--- src/rtl/dmem_pkg.sv ---
// -----------------------------------------------------------------------------
// dmem_pkg -- shared definitions for the data-memory response block.
//
// Contents:
//   DMEM_AW / DMEM_DW  address and data widths (8 / 8)
//   DMEM_DEPTH         default number of words (256)
//   dmem_state_t       access FSM states IDLE / BUSY / DONE
//   wait_load()        counter load value for a given wait-state count
//   wrap_addr()        folds a word address into 0..depth-1
// -----------------------------------------------------------------------------
package dmem_pkg;

    localparam int DMEM_AW    = 8;
    localparam int DMEM_DW    = 8;
    localparam int DMEM_DEPTH = 256;

    typedef enum logic [1:0] {
        IDLE = 2'd0,
        BUSY = 2'd1,
        DONE = 2'd2
    } dmem_state_t;

    // BUSY counts down from wait_cycles-1 to 0; values outside 1..15 are
    // clamped so the 4-bit counter can never wrap.
    function automatic logic [3:0] wait_load(input int unsigned wait_cycles);
        if (wait_cycles < 1) begin
            return 4'd0;
        end else if (wait_cycles > 15) begin
            return 4'd14;
        end else begin
            return 4'(wait_cycles - 1);
        end
    endfunction

    // Addresses beyond the array simply alias (modulo depth).
    function automatic int unsigned wrap_addr(input logic [DMEM_AW-1:0] a,
                                              input int unsigned depth);
        return 32'(a) % depth;
    endfunction

endpackage

--- src/rtl/dmem_array.sv ---
// -----------------------------------------------------------------------------
// dmem_array -- DEPTH x DW storage with one synchronous write port and one
// synchronous (registered) read port. No reset: contents survive rst_n.
//
// Ports:
//   clk    clock
//   we     write enable;  mem[idx] <= wdata on the rising edge
//   re     read enable;   rdata    <= mem[idx] on the rising edge
//   idx    word index shared by both ports (never both enabled together)
//   wdata  write data
//   rdata  registered read data, holds between reads
// -----------------------------------------------------------------------------
module dmem_array #(
    parameter int unsigned DEPTH = 256,
    parameter int unsigned DW    = 8,
    parameter int unsigned IW    = 8
) (
    input  logic          clk,
    input  logic          we,
    input  logic          re,
    input  logic [IW-1:0] idx,
    input  logic [DW-1:0] wdata,
    output logic [DW-1:0] rdata
);

    logic [DW-1:0] mem [DEPTH];
    logic [DW-1:0] rdata_reg;

    always_ff @(posedge clk) begin
        if (we) begin
            mem[idx] <= wdata;
        end
        if (re) begin
            rdata_reg <= mem[idx];
        end
    end

    assign rdata = rdata_reg;

endmodule

--- src/rtl/data_mem_resp.sv ---
// -----------------------------------------------------------------------------
// data_mem_resp -- memory-stage data memory with wait-state handshake.
//
// A request (Wm and/or Rm) is accepted in IDLE. With DMEM_WAIT_EN defined
// the access is held in BUSY for WAIT_CYCLES cycles, performed on the
// BUSY->DONE edge, and acknowledged in DONE; stall holds the pipeline from
// the acceptance cycle through the last BUSY cycle. Without DMEM_WAIT_EN
// the access is performed on the acceptance edge, DONE follows directly,
// and stall is never raised. Wm+Rm together is treated as a write and
// flagged on coll.
//
// Configuration macro: DMEM_WAIT_EN (undefined = zero-wait build)
//
// Parameters:
//   WAIT_CYCLES  wait states per access, 1..15 (wait build only)
//   DEPTH        number of 8-bit words
//
// Ports:
//   clk     clock, rising edge
//   rst_n   asynchronous active-low reset
//   Wm      write-memory request
//   Rm      read-memory request
//   addr    word address (taken modulo DEPTH)
//   W_data  write data
//   D_data  registered read data, holds until the next read
//   ack     one-cycle completion pulse
//   stall   pipeline hold (combinational)
//   coll    one-cycle pulse when Wm and Rm were accepted together
// -----------------------------------------------------------------------------
module data_mem_resp
    import dmem_pkg::*;
#(
    parameter int unsigned WAIT_CYCLES = 2,
    parameter int unsigned DEPTH       = DMEM_DEPTH
) (
    input  logic               clk,
    input  logic               rst_n,
    input  logic               Wm,
    input  logic               Rm,
    input  logic [DMEM_AW-1:0] addr,
    input  logic [DMEM_DW-1:0] W_data,
    output logic [DMEM_DW-1:0] D_data,
    output logic               ack,
    output logic               stall,
    output logic               coll
);

    localparam int unsigned IW = (DEPTH > 1) ? $clog2(DEPTH) : 1;

    dmem_state_t        state_reg;
    logic               ack_reg;
    logic               coll_reg;
    logic               rd_valid_reg;   // a read has completed since reset

    logic               req;
    logic               accept;
    logic               perform;        // array access happens on this edge
    logic               acc_write;
    logic [DMEM_AW-1:0] acc_addr;
    logic [DMEM_DW-1:0] acc_wdata;
    logic [IW-1:0]      mem_idx;
    logic [DMEM_DW-1:0] mem_rdata;

    assign req    = Wm | Rm;
    // rst_n gates acceptance so stall and the zero-wait write drop at once
    // when reset is asserted, without waiting for a clock.
    assign accept = rst_n && (state_reg == IDLE) && req;

`ifdef DMEM_WAIT_EN
    logic [3:0]         cnt_reg;
    logic [DMEM_AW-1:0] addr_reg;
    logic [DMEM_DW-1:0] wdata_reg;
    logic               wr_reg;

    assign perform   = rst_n && (state_reg == BUSY) && (cnt_reg == 4'd0);
    assign acc_write = wr_reg;
    assign acc_addr  = addr_reg;
    assign acc_wdata = wdata_reg;
    assign stall     = accept || (rst_n && (state_reg == BUSY));

    always_ff @(posedge clk or negedge rst_n) begin
        if (!rst_n) begin
            state_reg    <= IDLE;
            cnt_reg      <= 4'd0;
            addr_reg     <= '0;
            wdata_reg    <= '0;
            wr_reg       <= 1'b0;
            ack_reg      <= 1'b0;
            coll_reg     <= 1'b0;
            rd_valid_reg <= 1'b0;
        end else begin
            ack_reg  <= 1'b0;
            coll_reg <= 1'b0;
            case (state_reg)
                IDLE: begin
                    if (req) begin
                        addr_reg  <= addr;
                        wdata_reg <= W_data;
                        wr_reg    <= Wm;        // Wm wins a collision
                        coll_reg  <= Wm & Rm;
                        cnt_reg   <= wait_load(WAIT_CYCLES);
                        state_reg <= BUSY;
                    end
                end
                BUSY: begin
                    if (cnt_reg == 4'd0) begin
                        state_reg <= DONE;
                        ack_reg   <= 1'b1;
                        if (!wr_reg) begin
                            rd_valid_reg <= 1'b1;
                        end
                    end else begin
                        cnt_reg <= cnt_reg - 4'd1;
                    end
                end
                DONE: begin
                    state_reg <= IDLE;
                end
                default: begin
                    state_reg <= IDLE;
                end
            endcase
        end
    end
`else
    assign perform   = accept;
    assign acc_write = Wm;
    assign acc_addr  = addr;
    assign acc_wdata = W_data;
    assign stall     = 1'b0;

    always_ff @(posedge clk or negedge rst_n) begin
        if (!rst_n) begin
            state_reg    <= IDLE;
            ack_reg      <= 1'b0;
            coll_reg     <= 1'b0;
            rd_valid_reg <= 1'b0;
        end else begin
            ack_reg  <= 1'b0;
            coll_reg <= 1'b0;
            case (state_reg)
                IDLE: begin
                    if (req) begin
                        state_reg <= DONE;
                        ack_reg   <= 1'b1;
                        coll_reg  <= Wm & Rm;
                        if (!Wm) begin
                            rd_valid_reg <= 1'b1;
                        end
                    end
                end
                default: begin
                    state_reg <= IDLE;
                end
            endcase
        end
    end
`endif

    // Out-of-range WAIT_CYCLES is clamped by wait_load(); nothing to build.
    if ((WAIT_CYCLES < 1) || (WAIT_CYCLES > 15)) begin : g_wait_clamped
    end

    assign mem_idx = IW'(wrap_addr(acc_addr, DEPTH));

    dmem_array #(
        .DEPTH (DEPTH),
        .DW    (DMEM_DW),
        .IW    (IW)
    ) u_array (
        .clk   (clk),
        .we    (perform & acc_write),
        .re    (perform & ~acc_write),
        .idx   (mem_idx),
        .wdata (acc_wdata),
        .rdata (mem_rdata)
    );

    // The array's read register has no reset; until the first read after
    // reset D_data reads as zero.
    assign D_data = rd_valid_reg ? mem_rdata : '0;
    assign ack    = ack_reg;
    assign coll   = coll_reg;

endmodule

--- config.mk ---
export PLATFORM = sky130hd
export DESIGN_NAME = data_mem_resp
export DESIGN_NICKNAME = d
export VERILOG_FILES = /design/src/rtl/dmem_pkg.sv /design/src/rtl/dmem_array.sv /design/src/rtl/data_mem_resp.sv
export SDC_FILE = /design/constraint.sdc
export NUM_CORES = 2
export LEC_CHECK = 0
export BUFFER_PORTS_ARGS = -buffer_cell sky130_fd_sc_hd__buf_4
export CAP_MARGIN = 10
export CELL_PAD_IN_SITES_DETAIL_PLACEMENT = 0
export CELL_PAD_IN_SITES_GLOBAL_PLACEMENT = 1
export CORE_ASPECT_RATIO = 1.2
export CORE_MARGIN = 1.5
export CORE_UTILIZATION = 51
export DETAILED_ROUTE_END_ITERATION = 10
export GPL_ROUTABILITY_DRIVEN = 0
export HOLD_SLACK_MARGIN = 0.1
export PLACE_DENSITY_LB_ADDON = 0.2
export SLEW_MARGIN = 20
export SYNTH_ARGS = -nofsm -noshare
export SYNTH_HDL_FRONTEND = slang
export SYNTH_SLANG_ARGS = --single-unit
--- constraint.sdc ---
create_clock -name clk -period 2.26 [get_ports clk]
set_clock_uncertainty 0.05 [all_clocks]
set_input_delay 0 -clock clk [delete_from_list [all_inputs] [get_ports clk]]
set_output_delay 0 -clock clk [all_outputs]
set_load 0.1 [all_outputs]
Yosys cells after proc, flatten, opt, wreduce, memory -nomap -nowiden
Memories as Yosys holds them, arrays and structs flattened. A register that Yosys moved wholly into a read port is not among the register bits.
Cells that the tools add are included.
{"block": "word_totals", "mem_bits_rw": 2048, "n_memories": 1, "out_inout_bits": 11, "reg_bits": 5, "input_bits": 20}
{"block": "classes", "bitwise_logic": 5, "reduce_logical": 4, "n_eq_ne": 1, "muxes": 9}
{"memory": "u_array.mem", "depth": 256, "width": 8, "rd": 1, "rd_clocked_by_memory_dff": 1, "write_ports": 1, "line_no": "dmem_array.sv:26", "text": "logic [DW-1:0] mem [DEPTH];"}
{"cell": "2-to-1 mux 8 bit", "n": 1}
{"cell": "2-to-1 mux 1 bit", "n": 6}
{"cell": "2-to-1 mux 2 bit", "n": 2}
{"cell": "bitwise AND 1 bit", "n": 3}
{"cell": "AND reduction 3 bit", "n": 1}
{"cell": "logical AND 1 bit", "n": 2}
{"cell": "logical NOT 2 bit", "n": 1}
{"cell": "!= test 2 bit (second input constant)", "n": 1}
{"cell": "NOT 1 bit", "n": 1}
{"cell": "OR 1 bit", "n": 1}

Longest topological paths before layout
{"block": "logic_depth", "depth_word": 6, "depth_mapped": 8}

Cells and area by module
From an unflattened synthesis, not the netlist that was laid out.
{"block": "hier_totals", "cells_unflattened": 3570, "hier_area_um2": 78788.1}
{"module": "dmem_array", "cells_per_inst": 3547, "area_each_um2": 78572.9, "instances": 1, "seq_area_each_um2": 61739.2}
{"module": "data_mem_resp", "cells_per_inst": 23, "area_each_um2": 215.2, "instances": 1, "seq_area_each_um2": 100.1}

Worst setup path before layout
OpenSTA, ideal clock, no wires.
{"block": "synth_timing", "path_kind": "in2reg", "start": "in addr[0]", "end": "mem u_array.mem[117][0], enable pin", "path_slack_ps": 12, "n_path_buf": 4, "required_time_ps": 1840, "t_arrival_ps": 1827, "cell_stages": 8, "path_cell_list": "buf_2 > buf_4 > buf_2 > inv_2 > nor3_1 > nand2_1 > clkbuf_1 > nor2_1"}
{"element": "start, declared", "line_no": "data_mem_resp.sv:40", "text": "input logic [DMEM_AW-1:0] addr,"}
{"element": "end, declared", "line_no": "dmem_array.sv:26"}
No word-level cell before the write port.

==> out/qor.yml <==
first_iter_violations: 4759
cts_tree: "yes"
avgSynthCellArea_um2: 22.1
cts_root_buf: "clkbuf_16"
ant_nets: 0
slowest_stage: "mux4_2"
synth_top_area_share_pct: 78.6
cts_max_path_buffers: 3
grt_pass1_wl_mm: 285
largest_reg_flops: 2048
critPathTopFamily: "compound AO/OA/AOI/OAI gates"
overflow: 0
intPower_uw: 61900
worst_slew_pin_slew_ns: 0.981
grt_max_degree: 99
critPathKind: "reg -> reg"
dpl.hpwl_mm: 125
fmax_ghz: 0.419
cts.clk_slew.worst_paths_ns: 0.07
synth_nets: 3567
cellLeakagePower_uw: 0.0296
outcome: "finished with violations"
synth_common_cells: "edfxtp_1, mux4_2, nor2_1"
arrival_ns: 2.91
rsz0062_at_grt: "true"
wire_per_inst_um: 31.4
ff_latch_area_mm2: 0.0618
io_pins: 31
p_per_area_mw_per_mm2: 837
p_switching_uw: 16200
grtUsageTotal_pct: 25.6
setup_violations: 7
numClockSinks: 2060
dp.cells: 5931
clk_latency_ns: 0.83
die_h_um: 433
path_buf_inv: 1
synth_most_common_cell: "edfxtp_1"
viasPerCell: 6.23
violations: "setup timing"
cp-start-kind: "flop"
synth-warning-count: 0
dr.pass1.iters: 6
rows: 157
wirelength_mm: 198
syn_area_mm2: 0.0785
slew_violations: 0
dpl_cell_area_mm2: 0.0859
fin_nets: 4179
seq_power_share_pct: 53.9
fin_util_pct: 61.0
power_frac_comb_pct: 5.2
nFillCells: 10500
ys_ff_latch: 2060
yosys.area.top_type: "edfxtp_1"
vias: 39300
fin_tns_setup_ns: -0.494
ys_seq_area_share_pct: 78.7
multi_input_area_mm2: 0.0166
antenna_found_initial: 5
die_w_um: 361
hp-class: "in -> reg"
critPathMaxStageDelay_ns: 0.50
finalCritPeriodShare_pct: 106
drv_cap: 0
synthDistinctLibCells: 26
syn_inst: 3547
fin_ws_ns: -0.128
slew_headroom_pct: 34.6
endpoint_kind: "flop"
fin_crit_ns: 2.39
numCtsBuffers: 192
htreeDepth: 4
hold_viol: 0
synthArstFlopShare_pct: 0.194
drcViolationCount: 0
drive_gt1_share_pct: 36.3
power.share.clock_pct: 40.9
core_area_mm2: 0.153
finalNonFillerCells: 6300
ir_drop_mv: 0.664
required_ns: 2.78
final_area_mm2: 0.0933
portBuffers: 29
worst-path-max-fanout: 1
worstPathCellList: "mux4_2 -> a22oi_2 -> a21oi_2 -> o41ai_4 -> buf_4 -> nand4_1"
area_delta_synth_final_pct: 18.7
synth_ff_type: "edfxtp_1"
synth_edf_count: 2056
start_util_pct: 51.4
dieArea_mm2: 0.156
switching_share_pct: 20.7
dp_slack_ns: -1.17
synth_area_leaders: "edfxtp_1, mux4_2, a22oi_1"
first_global_vias: 40400
==> tightest hold or removal path, cell delays in order <==
cell           delay [ns]
dlygate4sd3_1        0.53
buf_4                0.11
nor3b_1              0.20
buf_4                0.19
or2_2                0.11
==> final timing paths <==
path,startpoint,endpoint,slack [ns],cells after the start
max,u_array.mem[91][0],u_array.rdata[0],-0.13,6
min,Rm,rd_valid_reg,0.29,5
max reg2reg,u_array.mem[91][0],u_array.rdata[0],-0.13,6
min reg2reg,state_reg[1],ack,0.44,1
max in group asynchronous,rst_n,rd_valid_reg,1.05,5
min in group asynchronous,rst_n,ack,0.81,5
==> metal layers <==
| metal | track usage [%] | vias to the layer above | wire, um |
|---|---|---|---|
| li1 | - | 16300 | - |
| met1 | 35.2 | 21100 | 78700 |
| met2 | 42.7 | 1600 | 100000 |
| met3 | 3.85 | 266 | 13900 |
| met4 | 7.65 | 4 | 5200 |
| met5 | 0 | - | 27 |
==> area by class of cell <==
type / count / area share [%]
clock inverters: 112 / 1.13
flip-flops and latches: 2060 / 66.3
diodes: 1 / 0.00268
clock buffers: 235 / 5.51
inverters: 2 / 0.00805
repair buffers: 643 / 6.54
well taps: 1987 / 2.67
multi-input cells: 1260 / 17.8
==> metrics by stage <==
stage	power (uW)	hold WS (ns)
2_1_floorplan	44700	-0.346
3_3_place_gp	46700	-0.137
3_5_place_dp	46800	-0.129
4_1_cts	78500	0.239
5_1_grt	80000	0.300
6_report	78100	0.288
==> repair_timing <==
action,in CTS,in global routing
endpoints found under the setup margin,10,197
endpoints found under the hold margin,2815,0
hold buffers,24,0
pin swaps,54,21
setup buffers,0,0
gates resized for setup,129,40
==> cell families after synthesis <==
kind of cell / after synthesis / share of synthesized area, %
flip-flops: 2060 / 78.7
buffers and inverters: 227 / 1.25
AO/OA/AOI/OAI: 416 / 3.62
multiplexers: 512 / 14.7
other: 1 / 0.00477
AND/OR/NAND/NOR: 331 / 1.70
==> power by group through the flow <==
stage               registers [uW]  clock network [uW]  logic, uW
global route                 42000               33700       4300
finish                       42000               31900       4090
global placement             42900                   0       3820
detailed placement           42900                   0       3910
CTS                          42000               32400       4100
floorplan                    42900                   0       1830
==> placed cells by master (no fill, tap or decap), types with 4 or more instances in the layout <==
cell type      count
o41ai_2           19
nor2b_1            4
dlygate4sd3_1     24
a21oi_2           46
a22oi_2           71
buf_4            514
and2_1            10
clkinv_1          38
nand4_1            8
o41ai_4           10
clkinvlp_4         6
bufinv_16         19
nand2_1           29
edfxtp_1        2056
clkbuf_16        200
buf_12            90
mux4_2           512
inv_6              5
clkbuf_1          35
a22oi_1          185
a21oi_1           80
clkbuf_8           8
nor2_1           259
clkinv_4           4
buf_6              5
clkinv_2          38
nand3_1            4
Note: power is estimated with default switching activity, not from simulation.
